===== config.mk =====
export PLATFORM = sky130hd
export DESIGN_NAME = inst_fetch_flat
export DESIGN_NICKNAME = d
export VERILOG_FILES = /design/src/rtl/inst_fetch_pkg.sv /design/src/rtl/inst_fetch_if.sv /design/src/rtl/inst_fetch_icache.sv /design/src/rtl/inst_fetch.sv /design/src/flat_wrapper.sv
export SDC_FILE = /design/constraint.sdc
export NUM_CORES = 1
export LEC_CHECK = 0
export CORE_UTILIZATION = 55
export CTS_CLUSTER_DIAMETER = 50
export DETAILED_ROUTE_END_ITERATION = 7
export HOLD_SLACK_MARGIN = 0.05
export PLACE_DENSITY = 0.93
export SETUP_SLACK_MARGIN = 0.05
export SYNTH_ARGS = -nofsm -noshare
export SYNTH_HDL_FRONTEND = slang
export SYNTH_SLANG_ARGS = --single-unit

===== constraint.sdc =====
create_clock -name clk -period 5.6 [get_ports clk]
set_input_delay 0.56 -clock clk [delete_from_list [all_inputs] [get_ports clk]]
set_output_delay 0.56 -clock clk [all_outputs]
set_load 0.01 [all_outputs]

===== src/rtl/inst_fetch_pkg.sv =====
// Shared types and widths for the byte-serial instruction fetch unit.
// Optional instruction cache is built only when ICACHE_EN is defined.
package inst_fetch_pkg;

   localparam int unsigned InstAddrW = 32;
   localparam int unsigned RegW      = 32;
   localparam int unsigned MemDataW  = 8;

   typedef enum logic [1:0] {
      StLookup = 2'd0,
      StFetch  = 2'd1,
      StHold   = 2'd2
   } fetch_state_e;

   function automatic logic [InstAddrW-1:0] word_align(input logic [InstAddrW-1:0] addr);
      return {addr[InstAddrW-1:2], 2'b00};
   endfunction

endpackage


===== src/rtl/inst_fetch_if.sv =====
// Fetch unit bus bundle: byte RAM port, branch redirect and the if_id handshake.
// Unaffected by ICACHE_EN.
interface inst_fetch_if;
   import inst_fetch_pkg::*;

   logic [InstAddrW-1:0] mem_a;
   logic                 mem_rd;
   logic [MemDataW-1:0]  mem_din;
   logic                 mem_busy;
   logic                 br_flag;
   logic [InstAddrW-1:0] br_target;
   logic                 if_ready;
   logic                 if_valid;
   logic [RegW-1:0]      if_inst;
   logic [InstAddrW-1:0] if_pc;

   modport master (
      output mem_a, mem_rd, if_valid, if_inst, if_pc,
      input  mem_din, mem_busy, br_flag, br_target, if_ready
   );

   modport slave (
      input  mem_a, mem_rd, if_valid, if_inst, if_pc,
      output mem_din, mem_busy, br_flag, br_target, if_ready
   );

endinterface


===== src/rtl/inst_fetch_icache.sv =====
// Direct-mapped instruction cache, combinational hit; compiled only under ICACHE_EN.
// Ports carry word addresses (byte address bits [1:0] already dropped).
`ifdef ICACHE_EN
module inst_fetch_icache
   import inst_fetch_pkg::*;
#(
   parameter int unsigned IDX_W = 5
) (
   input  logic                 clk,
   input  logic                 rst,
   input  logic [InstAddrW-3:0] rd_word_i,
   output logic                 rd_hit_o,
   output logic [RegW-1:0]      rd_data_o,
   input  logic                 wr_en_i,
   input  logic [InstAddrW-3:0] wr_word_i,
   input  logic [RegW-1:0]      wr_data_i
);

   localparam int unsigned Entries = 1 << IDX_W;
   localparam int unsigned TagW    = InstAddrW - 2 - IDX_W;

   logic [RegW-1:0]    data_q [Entries];
   logic [TagW-1:0]    tag_q  [Entries];
   logic [Entries-1:0] valid_q, valid_d;
   logic [IDX_W-1:0]   rd_idx, wr_idx;

   assign rd_idx    = rd_word_i[IDX_W-1:0];
   assign wr_idx    = wr_word_i[IDX_W-1:0];
   assign rd_hit_o  = valid_q[rd_idx] && (tag_q[rd_idx] == rd_word_i[InstAddrW-3:IDX_W]);
   assign rd_data_o = data_q[rd_idx];

   always_comb begin
      valid_d = valid_q;
      if (wr_en_i) valid_d[wr_idx] = 1'b1;
   end

   always_ff @(posedge clk) begin
      if (rst) valid_q <= '0;
      else     valid_q <= valid_d;
   end

   // Payload needs no reset: a line is only read once its valid bit is set.
   always_ff @(posedge clk) begin
      if (wr_en_i) begin
         data_q[wr_idx] <= wr_data_i;
         tag_q[wr_idx]  <= wr_word_i[InstAddrW-3:IDX_W];
      end
   end

endmodule
`endif


===== src/rtl/inst_fetch.sv =====
// Instruction fetch: assembles 32-bit little-endian words from a shared 8-bit RAM.
// Define ICACHE_EN to add a direct-mapped instruction cache in front of the RAM.
module inst_fetch
   import inst_fetch_pkg::*;
#(
   parameter logic [InstAddrW-1:0] RESET_PC     = 32'h0000_0000,
   parameter int unsigned          ICACHE_IDX_W = 5
) (
   input logic          clk,
   input logic          rst,
   inst_fetch_if.master bus
);

   if (ICACHE_IDX_W == 0 || ICACHE_IDX_W > 28) begin : g_bad_idx_w
      $error("ICACHE_IDX_W out of range");
   end

   fetch_state_e                state_q, state_d;
   logic [InstAddrW-1:0]        pc_q, pc_d;
   logic [2:0]                  cnt_q, cnt_d;
   logic                        iss_q, iss_d;
   logic [2:0][MemDataW-1:0]    byte_q, byte_d;
   logic                        if_valid_q, if_valid_d;
   logic [RegW-1:0]             if_inst_q, if_inst_d;
   logic [InstAddrW-1:0]        if_pc_q, if_pc_d;
   logic [InstAddrW-1:0]        mem_a_q, mem_a;
   logic                        issue;
   logic [1:0]                  slot;
   logic [RegW-1:0]             fetched;

   // A redirect or reset in this cycle suppresses the read; its byte would be thrown away.
   assign issue   = (state_q == StFetch) && (cnt_q < 3'd4) && !bus.mem_busy &&
                    !bus.br_flag && !rst;
   assign slot    = 2'(cnt_q - 3'd1);
   assign fetched = {bus.mem_din, byte_q[2], byte_q[1], byte_q[0]};

`ifdef ICACHE_EN
   logic            hit;
   logic [RegW-1:0] hit_inst;
   logic            fill;

   assign fill = (state_q == StFetch) && (cnt_q == 3'd4) && !bus.br_flag;

   inst_fetch_icache #(
      .IDX_W (ICACHE_IDX_W)
   ) u_icache (
      .clk       (clk),
      .rst       (rst),
      .rd_word_i (pc_q[InstAddrW-1:2]),
      .rd_hit_o  (hit),
      .rd_data_o (hit_inst),
      .wr_en_i   (fill),
      .wr_word_i (pc_q[InstAddrW-1:2]),
      .wr_data_i (fetched)
   );
`endif

   always_comb begin
      mem_a = mem_a_q;
      if (issue) mem_a = pc_q + 32'(cnt_q);
   end

   always_comb begin
      state_d    = state_q;
      pc_d       = pc_q;
      cnt_d      = cnt_q;
      iss_d      = 1'b0;
      byte_d     = byte_q;
      if_valid_d = if_valid_q;
      if_inst_d  = if_inst_q;
      if_pc_d    = if_pc_q;

      // The byte for the address issued last cycle is on mem_din now, busy or not.
      if (iss_q) begin
         unique case (slot)
            2'd0:    byte_d[0] = bus.mem_din;
            2'd1:    byte_d[1] = bus.mem_din;
            2'd2:    byte_d[2] = bus.mem_din;
            default: ;
         endcase
      end

      unique case (state_q)
         StLookup: begin
`ifdef ICACHE_EN
            if (hit) begin
               state_d    = StHold;
               if_valid_d = 1'b1;
               if_inst_d  = hit_inst;
               if_pc_d    = pc_q;
            end else begin
               state_d = StFetch;
               cnt_d   = 3'd0;
            end
`else
            state_d = StFetch;
            cnt_d   = 3'd0;
`endif
         end
         StFetch: begin
            if (issue) begin
               cnt_d = cnt_q + 3'd1;
               iss_d = 1'b1;
            end
            // cnt reaches 4 only right after byte 3 was issued, so byte 3 is on mem_din now.
            if (cnt_q == 3'd4) begin
               state_d    = StHold;
               if_valid_d = 1'b1;
               if_inst_d  = fetched;
               if_pc_d    = pc_q;
            end
         end
         StHold: begin
            if (bus.if_ready) begin
               pc_d       = pc_q + 32'd4;
               if_valid_d = 1'b0;
               state_d    = StLookup;
            end
         end
         default: state_d = StLookup;
      endcase

      if (bus.br_flag) begin
         state_d    = StLookup;
         pc_d       = word_align(bus.br_target);
         cnt_d      = 3'd0;
         iss_d      = 1'b0;
         if_valid_d = 1'b0;
      end
   end

   always_ff @(posedge clk) begin
      if (rst) begin
         state_q    <= StLookup;
         pc_q       <= RESET_PC;
         cnt_q      <= 3'd0;
         iss_q      <= 1'b0;
         byte_q     <= '0;
         if_valid_q <= 1'b0;
         if_inst_q  <= '0;
         if_pc_q    <= '0;
         mem_a_q    <= '0;
      end else begin
         state_q    <= state_d;
         pc_q       <= pc_d;
         cnt_q      <= cnt_d;
         iss_q      <= iss_d;
         byte_q     <= byte_d;
         if_valid_q <= if_valid_d;
         if_inst_q  <= if_inst_d;
         if_pc_q    <= if_pc_d;
         mem_a_q    <= mem_a;
      end
   end

   assign bus.mem_a    = mem_a;
   assign bus.mem_rd   = issue;
   assign bus.if_valid = if_valid_q;
   assign bus.if_inst  = if_inst_q;
   assign bus.if_pc    = if_pc_q;

endmodule


===== src/flat_wrapper.sv =====
// flat-port wrapper written by rule: the top's interface ports become plain ports
module inst_fetch_flat import inst_fetch_pkg::*;
#(
   parameter logic [InstAddrW-1:0] RESET_PC     = 32'h0000_0000,
   parameter int unsigned          ICACHE_IDX_W = 5
)
  (clk, rst, bus_mem_a, bus_mem_rd, bus_if_valid, bus_if_inst, bus_if_pc, bus_mem_din, bus_mem_busy, bus_br_flag, bus_br_target, bus_if_ready);
  inst_fetch_if bus_i ();
  input logic clk;
  input logic rst;
  output wire logic [$bits(bus_i.mem_a)-1:0] bus_mem_a;
  output wire logic [$bits(bus_i.mem_rd)-1:0] bus_mem_rd;
  output wire logic [$bits(bus_i.if_valid)-1:0] bus_if_valid;
  output wire logic [$bits(bus_i.if_inst)-1:0] bus_if_inst;
  output wire logic [$bits(bus_i.if_pc)-1:0] bus_if_pc;
  input wire logic [$bits(bus_i.mem_din)-1:0] bus_mem_din;
  input wire logic [$bits(bus_i.mem_busy)-1:0] bus_mem_busy;
  input wire logic [$bits(bus_i.br_flag)-1:0] bus_br_flag;
  input wire logic [$bits(bus_i.br_target)-1:0] bus_br_target;
  input wire logic [$bits(bus_i.if_ready)-1:0] bus_if_ready;
  assign bus_mem_a = bus_i.mem_a;
  assign bus_mem_rd = bus_i.mem_rd;
  assign bus_if_valid = bus_i.if_valid;
  assign bus_if_inst = bus_i.if_inst;
  assign bus_if_pc = bus_i.if_pc;
  assign bus_i.mem_din = bus_mem_din;
  assign bus_i.mem_busy = bus_mem_busy;
  assign bus_i.br_flag = bus_br_flag;
  assign bus_i.br_target = bus_br_target;
  assign bus_i.if_ready = bus_if_ready;
  inst_fetch #(.RESET_PC(RESET_PC), .ICACHE_IDX_W(ICACHE_IDX_W)) u_core (.clk(clk), .rst(rst), .bus(bus_i));
endmodule

==> summary.md, run 1 <==
| Metric | Value |
|---|---|
| Run status | `completed` |
| Count of flip-flops with a built-in enable after synthesis | `0` |
| Average detailed-routed wire length per instance | `16.3 um` |
| Antenna viol nets, final | `0` |
| Maximum clock rate | `0.246 GHz` |
| Worst slew pin tran | `1.20 ns` |
| Max-capacitance violation count | `0` |
| Maximum number of pins on one net before global-route repair | `92` |
| Crit path max-delay family | `buffers and inverters` |
| Final hold violation count | `0` |
| Peak supply drop | `0.200 mV` |
| Biggest cell delay along the critical path | `0.69 ns` |
| Global-route total usage across every layer | `29.2%` |
| CP max FO | `60` |
| Root buf cell | `sky130_fd_sc_hd__clkbuf_16` |
| Number of buffers created by CTS | `17` |
| Antenna Cells | `0` |
| Part of the power in the clock network | `46.9%` |
| Number of register bits inferred by synthesis | `155` |
| Total via count in the routed design | `6508` |
| Final Total Pwr | `2450 uW` |
| Global placement routability congestion | `0.988` |
| Share of async-settable or async-resettable flops after synthesis | `0%` |
| Number of buffers inserted to repair setup after CTS | `0` |
| Remaining routing DRC violations | `0` |
| Slowest library cell on the worst path | `sky130_fd_sc_hd__inv_2` |
| Die extent in x | `114 um` |
| Cells after Synth | `873` |
| Core Rows | `40` |
| Number of buffers on the longest clock path | `2` |
| Sum of routed wire length over all layers | `18600 um` |
| Crit path kind | `input pin to output port` |
| Required @ worst endpoint | `5.04 ns` |
| H-Tree Depth | `4` |
| Final setup violation count | `0` |
| Global-route wire length before repair | `29600 um` |
| Unrepaired setup endpoints after global routing | `false` |
| Number of gates resized after cts | `0` |
| Hold Worst Slack | `0.452 ns` |
| I/O pin cnt | `143` |
| Max-slew headroom at the worst pin | `19.9%` |
| Signed area change from the synthesized netlist to the final layout | `27.0%` |
| Total grt overflow | `0` |
| Critical path, cell by cell | `clkdlybuf4s50_1 -> buf_4 -> nor4_1 -> nand3b_1 -> buf_4 -> inv_2 -> nor2_1 -> nor3b_1 -> clkdlybuf4s50_1` |
| DP Wirelength | `12500 um` |
| Cell internal pwr | `1870 uW` |
| Max Slew Vio Count | `0` |
| Buffering stage count on the worst path with inverters included | `5` |
| Leading register cell type out of synthesis | `sky130_fd_sc_hd__dfxtp_1` |
| Power share of the sequential group | `47.4%` |
| Post-route fraction of the period consumed by the critical path | `72.6%` |
| Area of the mapped netlist | `6950 um2` |
| Vias in the first global route | `5994` |
| Fraction of final layout cells sized beyond drive strength 1 | `6.58%` |
| Switching component of the power | `583 uW` |
| Clock slew seen by the registers of the worst setup and hold paths | `0.06 ns` |
| Number of detailed-routing iterations run before antenna repair | `5` |
| Clock tree from TritonCTS | `built` |
| Post-Synthesis Mean Instance Area | `7.96 um2` |
| Sequential area share after synthesis | `44.7%` |
| Skew-Pair Late Insertion Delay | `0.43 ns` |
| Ranking of synthesized cells by area | `sky130_fd_sc_hd__dfxtp_1, sky130_fd_sc_hd__nand2_1, sky130_fd_sc_hd__a21oi_1` |
| Leakage power | `0.00300 uW` |
| Die extent in y | `114 um` |
| Filler instances | `894` |
| Share of total power in combinational logic | `5.7%` |
| Sw frac | `23.8%` |
| Post-cts hold buffer count | `0` |
| Effective utilization at floorplan | `57.1%` |
| Shortest clock period the worst path allows after layout | `4.06 ns` |
| Number of library cell types mapped by synthesis | `49` |
| Initial detailed-routing violation count | `556` |
| Number of antenna violations at the first check in global routing | `0` |
| Floorplan core area | `12200 um2` |
| Ys Warns | `0` |
| Fraction of synthesized cell area taken by the top area cell type | `44.7%` |
| Power per standard cell area | `278 nW/um2` |
| Final layout net count | `1013` |
| Via count normalized by instance count | `5.71` |
| Data arrival, critical path | `3.50 ns` |
| Die Area | `13100 um2` |
| Port buffer count | `138` |
| Library cell occupying the most area in the post-synthesis netlist | `sky130_fd_sc_hd__dfxtp_1` |
| Setup crit start kind | `input pin` |
| Worst min-delay path category | `flip-flop to flip-flop` |
| Largest clock skew in the final design | `0.00750 ns` |
| Total negative slack | `0 ns` |
| Total clock sinks | `155` |
| Worst Setup End Kind | `output port` |
## worst paths after layout
path	slack, ns	startpoint	depth (start not counted)	end
worst max-delay path	1.54	bus_br_flag	9	bus_mem_a[18]
worst min-delay path	0.45	u_core.bus.if_pc[24]	2	u_core.bus.if_pc[24]
worst max register to register	3.14	u_core.pc_q[2]	7	u_core.mem_a_q[28]
worst min register to register	0.45	u_core.bus.if_pc[24]	2	u_core.bus.if_pc[24]
## registers in the layout, indices dropped and copies added (netlist names), 2 cells and up
register and flops:
u_core.bus.if_inst 32, u_core.bus.if_pc 30, u_core.byte_q 24, u_core.cnt_q 3
u_core.mem_a_q 32, u_core.pc_q 30, u_core.state_q 2
## stage by stage
step	worst slack [ns]	cell area, um2	std cells	util, %
3_3_place_gp	1.73	8230	1109	67.7
4_1_cts	1.52	8820	1140	72.5
6_report	1.54	8820	1140	72.5
2_1_floorplan	3.12	6950	874	-
3_5_place_dp	1.55	8230	1109	67.7
5_1_grt	1.26	8820	1140	72.5
## power groups by stage
stage / clock network [uW] / registers, uW / logic (uW)
floorplan: 0 / 1150 / 104
global placement: 0 / 1180 / 135
detailed placement: 0 / 1180 / 137
CTS: 1160 / 1160 / 139
global route: 1190 / 1160 / 151
finish: 1150 / 1160 / 140
## cell families after synthesis
group                    share of synthesized area (%)
multiplexers                                     0.288
other                                           0.0540
buffers and inverters                             5.57
adder cells (fa/ha/maj)                           1.44
XOR/XNOR                                          6.30
flip-flops                                        44.7
AO/OA/AOI/OAI                                     13.2
AND/OR/NAND/NOR                                   28.5
## worst reg2reg max path: cells and delay by family (launching register included)
kind / cells / cell delay (ns)
flops: 1 / 0.48
fa+ha+maj: 2 / 0.65
buf+inv: 1 / 0.13
compound gates: 1 / 0.27
xor+xnor: 1 / 0.19
simple gates: 2 / 0.64
## Yosys cell counts (2+ instances only)
cell / number
sky130_fd_sc_hd__buf_2: 14
sky130_fd_sc_hd__a21oi_1: 119
sky130_fd_sc_hd__inv_2: 2
sky130_fd_sc_hd__nand3_1: 43
sky130_fd_sc_hd__nand4_4: 2
sky130_fd_sc_hd__ha_1: 8
sky130_fd_sc_hd__nor2_1: 79
sky130_fd_sc_hd__xor2_1: 28
sky130_fd_sc_hd__mux2i_1: 2
sky130_fd_sc_hd__nand3b_1: 2
sky130_fd_sc_hd__or2_2: 2
sky130_fd_sc_hd__nand3_2: 2
sky130_fd_sc_hd__inv_1: 8
sky130_fd_sc_hd__a21o_1: 2
sky130_fd_sc_hd__nor3b_1: 2
sky130_fd_sc_hd__nor2b_1: 10
sky130_fd_sc_hd__nor4_1: 6
sky130_fd_sc_hd__or3_1: 2
sky130_fd_sc_hd__nor4_4: 4
sky130_fd_sc_hd__buf_4: 13
sky130_fd_sc_hd__nand4_2: 3
sky130_fd_sc_hd__nor4_2: 4
sky130_fd_sc_hd__nand4_1: 15
sky130_fd_sc_hd__and3_1: 4
sky130_fd_sc_hd__clkbuf_1: 43
sky130_fd_sc_hd__dfxtp_1: 155
sky130_fd_sc_hd__nand2_1: 196
sky130_fd_sc_hd__o21ai_0: 8
sky130_fd_sc_hd__a211oi_1: 29
sky130_fd_sc_hd__buf_1: 4
sky130_fd_sc_hd__a221oi_1: 2
sky130_fd_sc_hd__nand4b_1: 2
sky130_fd_sc_hd__xnor2_1: 22
sky130_fd_sc_hd__nor3_2: 2
sky130_fd_sc_hd__nor3_1: 20
## cell type report
class	instances	area (um2)	share of cell area, %
multi-input combinational	634	3470	39.3
sequential	155	3100	35.2
timing repair buffer	142	1410	16.0
clock buffer	19	453	5.14
tap	168	210	2.38
clock inverter	12	139	1.57
inverter	10	37.5	0.426
## routing by layer
layer,share of wire (%),global-route usage [%]
met3,8.1,8.84
met4,3.1,13.3
met2,49,49.6
met5,0,0
met1,39,33.9
## layout by cell type (no fill, tap or decap), drive strengths merged, types with 8 or more instances in the layout
cell	synthesis	routed
nor2	79	79
nor3	22	22
dfxtp	155	155
nor4	14	14
nand2	197	197
clkbuf	44	19
a21oi	119	119
ha	8	8
clkdlybuf4s50	0	137
a211oi	30	30
nand3	45	45
o21ai	8	8
xnor2	22	22
nor2b	10	10
inv	10	13
xor2	28	28
nand4	20	20
Note: power is estimated with default switching activity, not from simulation.
==> run 2, diff against run 1 <==
--- a/config.mk
+++ b/config.mk
@@ -5,11 +5,11 @@
 export SDC_FILE = /design/constraint.sdc
 export NUM_CORES = 1
 export LEC_CHECK = 0
-export CORE_UTILIZATION = 55
+export CORE_UTILIZATION = 51
 export CTS_CLUSTER_DIAMETER = 50
 export DETAILED_ROUTE_END_ITERATION = 7
 export HOLD_SLACK_MARGIN = 0.05
-export PLACE_DENSITY = 0.93
+export PLACE_DENSITY = 0.88
 export SETUP_SLACK_MARGIN = 0.05
 export SYNTH_ARGS = -nofsm -noshare
 export SYNTH_HDL_FRONTEND = slang
==> constraint.sdc (replaced) <==
create_clock -name clk -period 3.8 [get_ports clk]
set_input_delay 0.38 -clock clk [delete_from_list [all_inputs] [get_ports clk]]
set_output_delay 0.38 -clock clk [all_outputs]
set_load 0.01 [all_outputs]
==> summary.md, run 2 (synthesis gave the netlist of run 1 again) <==
| Metric | Value |
|---|---|
| Run status | `completed` |
| Root buf cell | `sky130_fd_sc_hd__clkbuf_16` |
| Antenna Cells | `0` |
| Via count normalized by instance count | `5.53` |
| Number of detailed-routing iterations run before antenna repair | `5` |
| Remaining routing DRC violations | `0` |
| Worst slew pin tran | `0.881 ns` |
| Fraction of final layout cells sized beyond drive strength 1 | `6.97%` |
| Final hold violation count | `0` |
| Core Rows | `42` |
| Sum of routed wire length over all layers | `18500 um` |
| Die extent in x | `119 um` |
| Total negative slack | `0 ns` |
| Number of buffers on the longest clock path | `2` |
| Final setup violation count | `0` |
| Crit path kind | `flip-flop to output port` |
| Data arrival, critical path | `3.10 ns` |
| Global-route total usage across every layer | `27.0%` |
| Number of antenna violations at the first check in global routing | `0` |
| Final layout net count | `1016` |
| Total grt overflow | `0` |
| Maximum clock rate | `0.288 GHz` |
| Global placement routability congestion | `0.943` |
| Shortest clock period the worst path allows after layout | `3.48 ns` |
| Global-route wire length before repair | `30000 um` |
| Clock tree from TritonCTS | `built` |
| Port buffer count | `138` |
| Count of placed standard cells including taps | `1120` |
| Antenna viol nets, final | `0` |
| Maximum number of pins on one net before global-route repair | `78` |
| Leakage power | `0.00304 uW` |
| Vias in the first global route | `6045` |
| H-Tree Depth | `4` |
| Required @ worst endpoint | `3.42 ns` |
| Die extent in y | `119 um` |
| Leading cell type in the layout, fill and taps excluded | `sky130_fd_sc_hd__nand2_1` |
| Skew-Pair Late Insertion Delay | `0.43 ns` |
| Worst Setup End Kind | `output port` |
| Total clock sinks | `155` |
| Commonest non-fill, non-tap cells in the layout | `sky130_fd_sc_hd__nand2_1, sky130_fd_sc_hd__dfxtp_1, sky130_fd_sc_hd__clkdlybuf4s50_1` |
| CP max FO | `7` |
| Power per standard cell area | `416 nW/um2` |
| Number of gates resized after cts | `0` |
| Post-route fraction of the period consumed by the critical path | `91.5%` |
| Finished Layout Cells | `1152` |
| Number of buffers inserted to repair setup after CTS | `0` |
| Largest clock skew in the final design | `0.0113 ns` |
| Peak supply drop | `0.321 mV` |
| Max-slew headroom at the worst pin | `41.2%` |
| Die Area | `14100 um2` |
| Signed area change from the synthesized netlist to the final layout | `28.2%` |
| Effective utilization at floorplan | `52.5%` |
| Clock slew seen by the registers of the worst setup and hold paths | `0.07 ns` |
| Max-capacitance violation count | `0` |
| Worst min-delay path category | `flip-flop to flip-flop` |
| Average detailed-routed wire length per instance | `16.0 um` |
| Floorplan core area | `13200 um2` |
| Total via count in the routed design | `6376` |
| I/O pin cnt | `143` |
| Setup crit start kind | `flip-flop` |
| Number of buffers created by CTS | `17` |
| Post-cts hold buffer count | `0` |
| DP Wirelength | `12900 um` |
| Max Slew Vio Count | `0` |
| Initial detailed-routing violation count | `437` |
| Unrepaired setup endpoints after global routing | `false` |
==> run 2: changes by cell type in the layout (fill, tap and decap cells not counted), sizes merged <==
cell	delta
buf	+3
inv	+3
clkinv	-2
bufinv	+1
clkbuf	-1
==> run 2: layer usage <==
layer  GRT usage, %  routed length (um)  vias up
li1               -                   -     3127
met1           31.3                7490     2968
met2           45.7                9100      232
met3           8.30                1320       49
met4           11.9                 575        0
met5              0                   0        -
==> run 2: worst paths after layout <==
kind	start	to	slack [ns]	cells past startpoint
setup reg to reg	u_core.pc_q[2]	u_core.mem_a_q[28]	1.54	7
hold reg to reg	u_core.byte_q[21]	u_core.bus.if_inst[21]	0.45	2
hold / removal	u_core.byte_q[21]	u_core.bus.if_inst[21]	0.45	2
setup / recovery	u_core.pc_q[2]	bus_mem_a[28]	0.32	8
==> run 2: area by class of cell <==
class	count	area, um2
Clock buffer	18	439
Multi-Input combinational cell	634	3470
Clock inverter	14	183
Timing Repair Buffer	145	1460
Sequential cell	155	3100
Fill cell	1112	4340
Tap cell	176	220
Inverter	10	37.5
==> run 2: power by group <==
part           leakage (uW)  switching, uW  internal (uW)
Combinational       0.00147            107           99.8
Clock              0.000306            722           1070
Sequential          0.00126           59.3           1650
==> run 2: worst max-delay path, stage by stage, from the launching register on <==
cell and delay, ns:
sky130_fd_sc_hd__dfxtp_1 0.45, sky130_fd_sc_hd__ha_1 0.24, sky130_fd_sc_hd__ha_1 0.35, sky130_fd_sc_hd__inv_1 0.12, sky130_fd_sc_hd__nor4_4 0.49, sky130_fd_sc_hd__nand2_1 0.13, sky130_fd_sc_hd__xor2_1 0.18, sky130_fd_sc_hd__a21oi_1 0.17
sky130_fd_sc_hd__clkdlybuf4s50_1 0.55
==> run 2: per-stage QoR <==
stage	hold WS (ns)	util, %	instance area (um2)	worst slack [ns]	total power (uW)
floorplan	0.432	-	6950	1.50	1850
global placement	0.439	62.6	8290	0.839	1950
detailed placement	0.446	62.6	8290	0.783	1950
CTS	0.453	67.3	8910	0.317	3720
global route	0.466	67.3	8910	0.140	3820
finish	0.450	67.3	8910	0.325	3710
==> run 3, diff against run 2 <==
--- a/config.mk
+++ b/config.mk
@@ -5,12 +5,14 @@
 export SDC_FILE = /design/constraint.sdc
 export NUM_CORES = 1
 export LEC_CHECK = 0
-export CORE_UTILIZATION = 51
+export CORE_UTILIZATION = 52
 export CTS_CLUSTER_DIAMETER = 50
 export DETAILED_ROUTE_END_ITERATION = 7
 export HOLD_SLACK_MARGIN = 0.05
-export PLACE_DENSITY = 0.88
+export PLACE_DENSITY = 0.89
 export SETUP_SLACK_MARGIN = 0.05
+export SKIP_LAST_GASP = 1
 export SYNTH_ARGS = -nofsm -noshare
 export SYNTH_HDL_FRONTEND = slang
+export SYNTH_HIERARCHICAL = 1
 export SYNTH_SLANG_ARGS = --single-unit
==> summary.md, run 3 <==
| Metric | Value |
|---|---|
| Post-cts hold buffer count | `0` |
| Biggest cell delay along the critical path | `0.62 ns` |
| Buffering stage count on the worst path with inverters included | `1` |
| Global-route wire length before repair | `30100 um` |
| Antenna Cells | `0` |
| Worst Setup End Kind | `output port` |
| Commonest non-fill, non-tap cells in the layout | `sky130_fd_sc_hd__nand2_1, sky130_fd_sc_hd__dfxtp_1, sky130_fd_sc_hd__clkdlybuf4s50_1` |
| Number of gates resized after cts | `0` |
| Vias in the first global route | `5969` |
| Power per standard cell area | `417 nW/um2` |
| Die extent in x | `118 um` |
| Total grt overflow | `0` |
| Leakage power | `0.00315 uW` |
| Crit. Startpoint | `u_core/pc_q[20]` |
| Number of detailed-routing iterations run before antenna repair | `5` |
| Sum of routed wire length over all layers | `18600 um` |
| Average detailed-routed wire length per instance | `16.1 um` |
| Origin of the worst min-delay path | `u_core/bus.if_inst[18]` |
| I/O pin cnt | `143` |
| Leading register cell type out of synthesis | `sky130_fd_sc_hd__dfxtp_1` |
| Number of buffers created by CTS | `17` |
| CP max FO | `11` |
| Worst min-delay path category | `flip-flop to flip-flop` |
| Critical path, cell by cell | `nand4_1 -> nor4_1 -> nand2_1 -> xor2_1 -> a21oi_1 -> clkdlybuf4s50_1` |
| Max Slew Vio Count | `0` |
| Global-route total usage across every layer | `27.2%` |
| Fraction of final layout cells sized beyond drive strength 1 | `6.00%` |
| Ys Warns | `6` |
| Port buffer count | `138` |
| Filler instances | `1016` |
| Maximum clock rate | `0.290 GHz` |
| Final hold violation count | `0` |
| Crit path max-delay family | `simple AND/OR/NAND/NOR gates` |
| Number of register bits inferred by synthesis | `155` |
| Global placement routability congestion | `0.886` |
| DP Wirelength | `12700 um` |
| Total via count in the routed design | `6471` |
| Effective utilization at floorplan | `53.0%` |
| Skew-Pair Late Insertion Delay | `0.43 ns` |
| Sequential area share after synthesis | `44.4%` |
| Count of flip-flops with a built-in enable after synthesis | `0` |
| Fraction of synthesized cell area taken by the top area cell type | `44.4%` |
| Total clock sinks | `155` |
| Final layout net count | `1026` |
| Leading cell type in the layout, fill and taps excluded | `sky130_fd_sc_hd__nand2_1` |
| Crit path kind | `flip-flop to output port` |
| Peak supply drop | `0.295 mV` |
| Cells after Synth | `888` |
| Most instantiated cells after synthesis | `sky130_fd_sc_hd__nand2_1, sky130_fd_sc_hd__dfxtp_1, sky130_fd_sc_hd__a21oi_1` |
| Number of buffers on the longest clock path | `2` |
| Signed area change from the synthesized netlist to the final layout | `27.2%` |
| Ranking of synthesized cells by area | `sky130_fd_sc_hd__dfxtp_1, sky130_fd_sc_hd__nand2_1, sky130_fd_sc_hd__a21oi_1` |
| Max-capacitance violation count | `0` |
| Finished Layout Cells | `1160` |
| Number of antenna violations at the first check in global routing | `0` |
| Max-slew headroom at the worst pin | `19.9%` |
| Total negative slack | `0 ns` |
| Share of async-settable or async-resettable flops after synthesis | `0%` |
| Remaining routing DRC violations | `0` |
| Post-Synthesis Mean Instance Area | `7.88 um2` |
| Shortest clock period the worst path allows after layout | `3.45 ns` |
| Antenna viol nets, final | `0` |
| H-Tree Depth | `4` |
| Die extent in y | `118 um` |
| Root buf cell | `sky130_fd_sc_hd__clkbuf_16` |
| Slowest library cell on the worst path | `sky130_fd_sc_hd__nor4_1` |
| Floorplan core area | `13200 um2` |
| Worst slew pin tran | `1.20 ns` |
| Setup crit start kind | `flip-flop` |
| Post-route fraction of the period consumed by the critical path | `90.7%` |
| Library cell occupying the most area in the post-synthesis netlist | `sky130_fd_sc_hd__dfxtp_1` |
| Core Rows | `42` |
| Area of the mapped netlist | `7000 um2` |
| Via count normalized by instance count | `5.58` |
| Run status | `completed` |
| Clock slew seen by the registers of the worst setup and hold paths | `0.06 ns` |
| Data arrival, critical path | `3.07 ns` |
| Unrepaired setup endpoints after global routing | `false` |
| Number of library cell types mapped by synthesis | `48` |
| Clock tree from TritonCTS | `built` |
| Number of buffers inserted to repair setup after CTS | `0` |
| Die Area | `13900 um2` |
| Required @ worst endpoint | `3.42 ns` |
| Maximum number of pins on one net before global-route repair | `90` |
| Count of placed standard cells including taps | `1129` |
| Startpoint of the worst-slack reg-to-reg timing path | `u_core/cnt_q[0]` |
| Initial detailed-routing violation count | `590` |
| Final setup violation count | `0` |
| Most common cell in the synthesized netlist | `sky130_fd_sc_hd__nand2_1` |
| Largest clock skew in the final design | `0.00674 ns` |
## run 3: cell families (layout without fill, tap and decap cells)
kind of cell / after synthesis / after routing / synth area share (%)
AND/OR/NAND/NOR: 388 / 388 / 26.1
AO/OA/AOI/OAI: 173 / 173 / 13.8
flip-flops: 155 / 155 / 44.4
buffers and inverters: 103 / 198 / 6.53
XOR/XNOR: 50 / 50 / 6.26
adder cells (fa/ha/maj): 9 / 9 / 1.61
multiplexers: 9 / 9 / 1.29
other: 1 / 2 / 0.0536
## run 3: final cells by class
class                           instances  area, um2  area share (%)
Timing Repair Buffer                  145       1430            16.0
Clock inverter                         13        191            2.15
Inverter                               22       82.6           0.928
Clock buffer                           18        429            4.82
Sequential cell                       155       3100            34.9
Tap cell                              176        220            2.47
Multi-Input combinational cell        631       3450            38.7
## run 3: stage by stage
| stage | instance area, um2 | util, % | hold WS, ns | setup slack [ns] | power (uW) |
|---|---|---|---|---|---|
| 3_5_place_dp | 8280 | 62.8 | 0.443 | 0.636 | 1960 |
| 5_1_grt | 8900 | 67.5 | 0.463 | 0.180 | 3830 |
| 3_3_place_gp | 8280 | 62.8 | 0.442 | 0.713 | 1950 |
| 6_report | 8900 | 67.5 | 0.454 | 0.355 | 3710 |
| 4_1_cts | 8900 | 67.5 | 0.455 | 0.363 | 3720 |
| 2_1_floorplan | 7000 | - | 0.432 | 1.61 | 1860 |
## run 3: final timing paths
kind              cells past startpoint  slack, ns                endpoint
setup / recovery                      6       0.35           bus_mem_a[29]
hold / removal                        2       0.45  u_core/bus.if_inst[18]
setup reg to reg                      6       1.49  u_core/bus.if_inst[29]
hold reg to reg                       2       0.45  u_core/bus.if_inst[18]
## run 3: routing by layer
layer | part of all wire, % | up-vias | track usage (%)
met3 | 7.0 | 48 | 5.86
met4 | 3.1 | 0 | 12.4
li1 | - | 3128 | -
met1 | 45 | 3002 | 37.1
met2 | 45 | 293 | 41.0
met5 | 0 | - | 0
## run 3: worst min-delay path, delay by kind of cell (launching register included)
kind | cells | cell delay [ns]
AND/OR/NAND/NOR | 1 | 0.05
AO/OA/AOI/OAI | 1 | 0.05
flip-flops | 1 | 0.31
## run 3: power by group
part           internal, uW  leakage [uW]  total, uW  switching [uW]
clock                  1100      0.000293       1780             680
combinational           105       0.00160        216             111
sequential             1650       0.00126       1710            59.0
total                  2860       0.00315       3710             850
